--- src/rtl/ctrl_pipe.sv ---
// EX/MEM/WB control pipeline with load-use stall and taken-branch squash of the ID instruction.
// Optional build macro CTRL_PIPE_PERF_EN adds 32-bit stall/flush event counters.
module ctrl_pipe #(
    parameter int RD_W     = 5,
    parameter int ALU_OP_W = 2
) (
    input  logic                clk,
    input  logic                rst_n,
    input  logic                id_valid,
    output logic                id_ready,
    input  logic                id_reg_write,
    input  logic                id_alu_src,
    input  logic                id_mem_write,
    input  logic                id_mem_read,
    input  logic                id_mem_to_reg,
    input  logic                id_pc_src,
    input  logic [ALU_OP_W-1:0] id_alu_op,
    input  logic [RD_W-1:0]     id_rd,
    input  logic [RD_W-1:0]     id_rs1,
    input  logic [RD_W-1:0]     id_rs2,
    input  logic                id_uses_rs2,
    input  logic                ex_branch_taken,
    output logic                ex_valid,
    output logic                ex_reg_write,
    output logic                ex_alu_src,
    output logic                ex_mem_write,
    output logic                ex_mem_read,
    output logic                ex_mem_to_reg,
    output logic                ex_pc_src,
    output logic [ALU_OP_W-1:0] ex_alu_op,
    output logic [RD_W-1:0]     ex_rd,
    output logic                mem_valid,
    output logic                mem_reg_write,
    output logic                mem_mem_write,
    output logic                mem_mem_read,
    output logic                mem_mem_to_reg,
    output logic [RD_W-1:0]     mem_rd,
    output logic                wb_valid,
    output logic                wb_reg_write,
    output logic                wb_mem_to_reg,
    output logic [RD_W-1:0]     wb_rd,
    output logic                stall,
    output logic                flush,
    output logic [31:0]         perf_stall_cnt,
    output logic [31:0]         perf_flush_cnt
);

    logic                r_ex_valid, r_ex_reg_write, r_ex_alu_src, r_ex_mem_write;
    logic                r_ex_mem_read, r_ex_mem_to_reg, r_ex_pc_src;
    logic [ALU_OP_W-1:0] r_ex_alu_op;
    logic [RD_W-1:0]     r_ex_rd;
    logic                r_mem_valid, r_mem_reg_write, r_mem_mem_write, r_mem_mem_read, r_mem_mem_to_reg;
    logic [RD_W-1:0]     r_mem_rd;
    logic                r_wb_valid, r_wb_reg_write, r_wb_mem_to_reg;
    logic [RD_W-1:0]     r_wb_rd;

    logic w_br, w_hazard, w_rs_match, w_ex_take;

    assign w_br       = r_ex_valid & r_ex_pc_src & ex_branch_taken;
    assign w_rs_match = (r_ex_rd == id_rs1) | (id_uses_rs2 & (r_ex_rd == id_rs2));
    assign w_hazard   = id_valid & r_ex_valid & r_ex_mem_read & (r_ex_rd != '0) & w_rs_match;
    // A taken branch overrides the hazard: the dependent instruction is discarded anyway.
    assign w_ex_take  = id_valid & ~w_br & ~w_hazard;

    assign flush    = w_br;
    assign stall    = ~w_br & w_hazard;
    assign id_ready = w_br | ~w_hazard;

    always_ff @(posedge clk or negedge rst_n) begin
        if (!rst_n) begin
            r_ex_valid      <= 1'b0;
            r_ex_reg_write  <= 1'b0;
            r_ex_alu_src    <= 1'b0;
            r_ex_mem_write  <= 1'b0;
            r_ex_mem_read   <= 1'b0;
            r_ex_mem_to_reg <= 1'b0;
            r_ex_pc_src     <= 1'b0;
            r_ex_alu_op     <= '0;
            r_ex_rd         <= '0;
        end else begin
            r_ex_valid      <= w_ex_take;
            r_ex_reg_write  <= w_ex_take & id_reg_write & (id_rd != '0);
            r_ex_alu_src    <= w_ex_take & id_alu_src;
            r_ex_mem_write  <= w_ex_take & id_mem_write;
            r_ex_mem_read   <= w_ex_take & id_mem_read;
            r_ex_mem_to_reg <= w_ex_take & id_mem_to_reg;
            r_ex_pc_src     <= w_ex_take & id_pc_src;
            r_ex_alu_op     <= w_ex_take ? id_alu_op : '0;
            r_ex_rd         <= w_ex_take ? id_rd : '0;
        end
    end

    // Bubbles carry all-zero fields, so MEM and WB can copy unconditionally.
    always_ff @(posedge clk or negedge rst_n) begin
        if (!rst_n) begin
            r_mem_valid      <= 1'b0;
            r_mem_reg_write  <= 1'b0;
            r_mem_mem_write  <= 1'b0;
            r_mem_mem_read   <= 1'b0;
            r_mem_mem_to_reg <= 1'b0;
            r_mem_rd         <= '0;
            r_wb_valid       <= 1'b0;
            r_wb_reg_write   <= 1'b0;
            r_wb_mem_to_reg  <= 1'b0;
            r_wb_rd          <= '0;
        end else begin
            r_mem_valid      <= r_ex_valid;
            r_mem_reg_write  <= r_ex_reg_write;
            r_mem_mem_write  <= r_ex_mem_write;
            r_mem_mem_read   <= r_ex_mem_read;
            r_mem_mem_to_reg <= r_ex_mem_to_reg;
            r_mem_rd         <= r_ex_rd;
            r_wb_valid       <= r_mem_valid;
            r_wb_reg_write   <= r_mem_reg_write;
            r_wb_mem_to_reg  <= r_mem_mem_to_reg;
            r_wb_rd          <= r_mem_rd;
        end
    end

    assign ex_valid       = r_ex_valid;
    assign ex_reg_write   = r_ex_reg_write;
    assign ex_alu_src     = r_ex_alu_src;
    assign ex_mem_write   = r_ex_mem_write;
    assign ex_mem_read    = r_ex_mem_read;
    assign ex_mem_to_reg  = r_ex_mem_to_reg;
    assign ex_pc_src      = r_ex_pc_src;
    assign ex_alu_op      = r_ex_alu_op;
    assign ex_rd          = r_ex_rd;
    assign mem_valid      = r_mem_valid;
    assign mem_reg_write  = r_mem_reg_write;
    assign mem_mem_write  = r_mem_mem_write;
    assign mem_mem_read   = r_mem_mem_read;
    assign mem_mem_to_reg = r_mem_mem_to_reg;
    assign mem_rd         = r_mem_rd;
    assign wb_valid       = r_wb_valid;
    assign wb_reg_write   = r_wb_reg_write;
    assign wb_mem_to_reg  = r_wb_mem_to_reg;
    assign wb_rd          = r_wb_rd;

`ifdef CTRL_PIPE_PERF_EN
    logic [31:0] r_stall_cnt, r_flush_cnt;

    always_ff @(posedge clk or negedge rst_n) begin
        if (!rst_n) begin
            r_stall_cnt <= '0;
            r_flush_cnt <= '0;
        end else begin
            r_stall_cnt <= r_stall_cnt + {31'd0, stall};
            r_flush_cnt <= r_flush_cnt + {31'd0, flush};
        end
    end

    assign perf_stall_cnt = r_stall_cnt;
    assign perf_flush_cnt = r_flush_cnt;
`else
    assign perf_stall_cnt = 32'h0;
    assign perf_flush_cnt = 32'h0;
`endif

endmodule
--- config.mk ---
export PLATFORM = sky130hd
export DESIGN_NAME = ctrl_pipe
export DESIGN_NICKNAME = d
export VERILOG_FILES = /design/src/rtl/ctrl_pipe.sv
export SDC_FILE = /design/constraint.sdc
export NUM_CORES = 1
export LEC_CHECK = 0
export ABC_CLOCK_PERIOD_IN_PS = 1700
export CORE_AREA = 2 2 72 74
export DETAILED_ROUTE_END_ITERATION = 12
export DIE_AREA = 0 0 74 76
export HOLD_SLACK_MARGIN = 0.02
export PLACE_DENSITY = 0.8
export SLEW_MARGIN = 20
export SYNTH_ARGS = -nofsm -noshare
export SYNTH_HDL_FRONTEND = slang
export SYNTH_SLANG_ARGS = --single-unit
--- constraint.sdc ---
create_clock -name clk -period 1.7 [get_ports clk]
set_clock_uncertainty 0.05 [all_clocks]
set_input_delay 0.34 -clock clk [delete_from_list [all_inputs] [get_ports clk]]
set_output_delay 0.34 -clock clk [all_outputs]
set_load 0.005 [all_outputs]
==> out/qor.txt <==
status -> finished with violations
failing checks -> setup timing
simple-gate share of the synthesized area -> 8.17%
overall global routing resource usage -> 9.53%
hpwl dp -> 2220 um
worst-skew pair later-pin latency -> 0.27 ns
clock share of power -> 38.0%
Distinct cells, synth -> 17
final core utilization -> 45.6%
Max H-tree Level -> 2
# setup viols final -> 2
leakage power -> 1.10 nW
top cells by count, synth -> buf_4 (64), dfrtp_1 (32), and2_1 (12)
Layout Nets -> 245
Adder-Cell Fraction of Synth Area -> 0%
Post-Synth XOR/XNOR Area -> 5.60%
first-pass detailed-route iteration total -> 3
Sw Ratio -> 21.6%
asr flop ratio synth -> 100%
Starting Density -> 31.8%
Mapped Cells -> 137
drt total wl -> 2730 um
Most used DFF post-synth -> dfrtp_1
final std cells w/o fill -> 288
Data arrival, critical path -> 1.44 ns
Core Box Area -> 4910 um2
CP Capture Type -> output pin
flops & latches, synth -> 32
Fmax -> 0.545 GHz
crit path from -> ex_rd[0]
CTS tree -> done
Flop pwr share -> 46.1%
largest area contributor in the netlist -> dfrtp_1
Die Footprint -> 5620 um2
Die X -> 74 um
largest net degree at the start of global routing -> 33
CTS Buf Count -> 5
CP delay by family, top -> flip-flops
CP max stage delay -> 0.46 ns
hold slack -> 0.321 ns
count leader, synth -> buf_4
worst path cell trace -> xnor2_2 > nand3_1 > o22ai_2 > nand3_2 > inv_1 > buf_2
Fin. Hold Viols -> 0
Req. time, crit path -> 1.31 ns
yosys warns -> 0
boundary pin count -> 127
FILL cells -> 460
Pint -> 1.41 mW
Syn Area/Cell -> 11.4 um2
worst hold path class -> flip-flop to flip-flop
slowest cell on the critical path -> dfrtp_2
Reg2Reg Launch Point -> ex_rd[0]
Post-synth EDFFs -> 0
Routability Congestion -> 0.780
post-synthesis cell area -> 1560 um2
Compound-Gate Fraction of Synth Area -> 2.80%
post-synth top area share -> 51.2%
Multi-input gate area -> 528 um2
final antenna-violating net count -> 0
Seq/Total Area, Yosys -> 51.2%
Comb power frac -> 15.9%
Max Cap Violations -> 0
placed cell count -> 275
RSZ-0062 raised after global routing -> yes
fin crit share -> 108%
first-pass GRT wire length -> 4000 um
1st-iter DRT viols -> 38
Vias -> 979
P_sw -> 0.389 mW
largest family of logic cells by synthesized area -> buffers and inverters
IR drop worst, VDD -> 0.000297 V
num rows -> 26
Final Slew Violations -> 0
Overflow after GRT -> 0
min Tclk post-route -> 1.83 ns
register area -> 806 um2
CP max FO -> 5
CP Buf/Inv Count -> 2
initial antenna violation count -> 0
top post-synthesis cells by area -> dfrtp_1 (51%), buf_4 (31%), xnor2_1 (5.6%)
# hold bufs at CTS -> 0
DR WL/cell -> 9.48 um
diode count -> 0
PwrDens -> 804 nW/um2
number of port buffers -> 62
vias per cell -> 3.40
startpoint types -> flip-flop
CTS sink count -> 32
vias in the first global route -> 865
DRC Markers -> 0
CTS root buf -> clkbuf_8
hold path start -> mem_rd[4]
layout cells sized above 1 -> 16.1%
critical path class -> flip-flop to output pin
post-synthesis mux area share -> 0%
die height -> 76 um
PnR worst setup slack -> -0.134 ns
Clk pin slew, worst setup/hold paths -> 0.06 ns
clk buf depth -> 2
Area Growth Syn to Fin -> 43.2%
==> worst register-to-register path: cells and delay by family, from the launching register on <==
| kind | cells | cell delay (ns) |
|---|---|---|
| compound gates | 2 | 0.26 |
| xor+xnor | 1 | 0.17 |
| buf+inv | 2 | 0.31 |
| flops | 1 | 0.46 |
| simple gates | 2 | 0.25 |
==> power by group through the flow <==
| stage | Clock [mW] | Sequential [mW] | Combinational (mW) |
|---|---|---|---|
| floorplan | 0 | 0.846 | 0.190 |
| global placement | 0 | 0.840 | 0.273 |
| detailed placement | 0 | 0.842 | 0.278 |
| CTS | 0.710 | 0.830 | 0.277 |
| global route | 0.733 | 0.835 | 0.316 |
| finish | 0.683 | 0.830 | 0.285 |
==> stage by stage <==
| stage | total power [mW] | cell area, um2 | setup TNS [ns] | worst slack (ns) |
|---|---|---|---|---|
| 3_3_place_gp | 1.11 | 2080 | -3.72 | -0.660 |
| 4_1_cts | 1.82 | 2200 | -0.309 | -0.165 |
| 6_report | 1.80 | 2240 | -0.246 | -0.134 |
| 5_1_grt | 1.88 | 2240 | -0.396 | -0.209 |
| 2_1_floorplan | 1.04 | 1800 | 0 | 0.191 |
| 3_5_place_dp | 1.12 | 2080 | -3.69 | -0.646 |
==> layout make-up <==
class / count / area share [%]
Sequential cell: 32 / 36.0
Timing Repair Buffer: 75 / 31.4
Multi-Input combinational cell: 101 / 23.6
Tap cell: 70 / 3.91
Clock buffer: 6 / 3.24
Clock inverter: 2 / 1.57
Inverter: 2 / 0.335
==> logic make-up (layout without fill, tap and decap cells) <==
group	Yosys count	after routing
other	1	64
and+or+nand+nor	23	23
AOI/OAI and AO/OA	4	4
buffers and inverters	67	85
DFF	32	32
xor gates and xnor gates	10	10
==> placed cells by master (no fill, tap or decap), types with 3 or more instances in the layout <==
cell	Yosys	final
dfrtp_1	32	28
xnor2_1	10	9
buf_4	64	11
dfrtp_2	0	4
nand2_1	3	3
and2_1	12	11
buf_6	1	3
dlygate4sd2_1	0	12
clkbuf_8	0	5
conb_1	1	64
clkdlybuf4s50_1	0	47
==> repair_timing <==
item,in CTS,in global routing
cloned,0,0
endpoints found under the hold margin,0,0
resized for setup,28,6
pin swaps,10,2
setup endpoints to repair,5,11
setup buffers,2,4
==> metal layers <==
layer	wire (um)	GRT usage, %	vias to the layer above
li1	-	-	461
met1	837	8.75	446
met2	1470	16.3	64
met3	358	5.03	8
met4	59	5.45	0
met5	0	0	-
==> path summary, 6_finish.rpt <==
kind / slack (ns) / endpoint / cells after the start
min in group asynchronous: 0.39 / wb_reg_write / 2
max in group asynchronous: 0.90 / ex_rd[1] / 2
max: -0.13 / stall / 6
min: 0.32 / wb_rd[4] / 0
max reg2reg: 0.10 / ex_alu_op[0] / 7
min reg2reg: 0.32 / wb_rd[4] / 0
No activity file was read; power rests on OpenSTA's default activity.
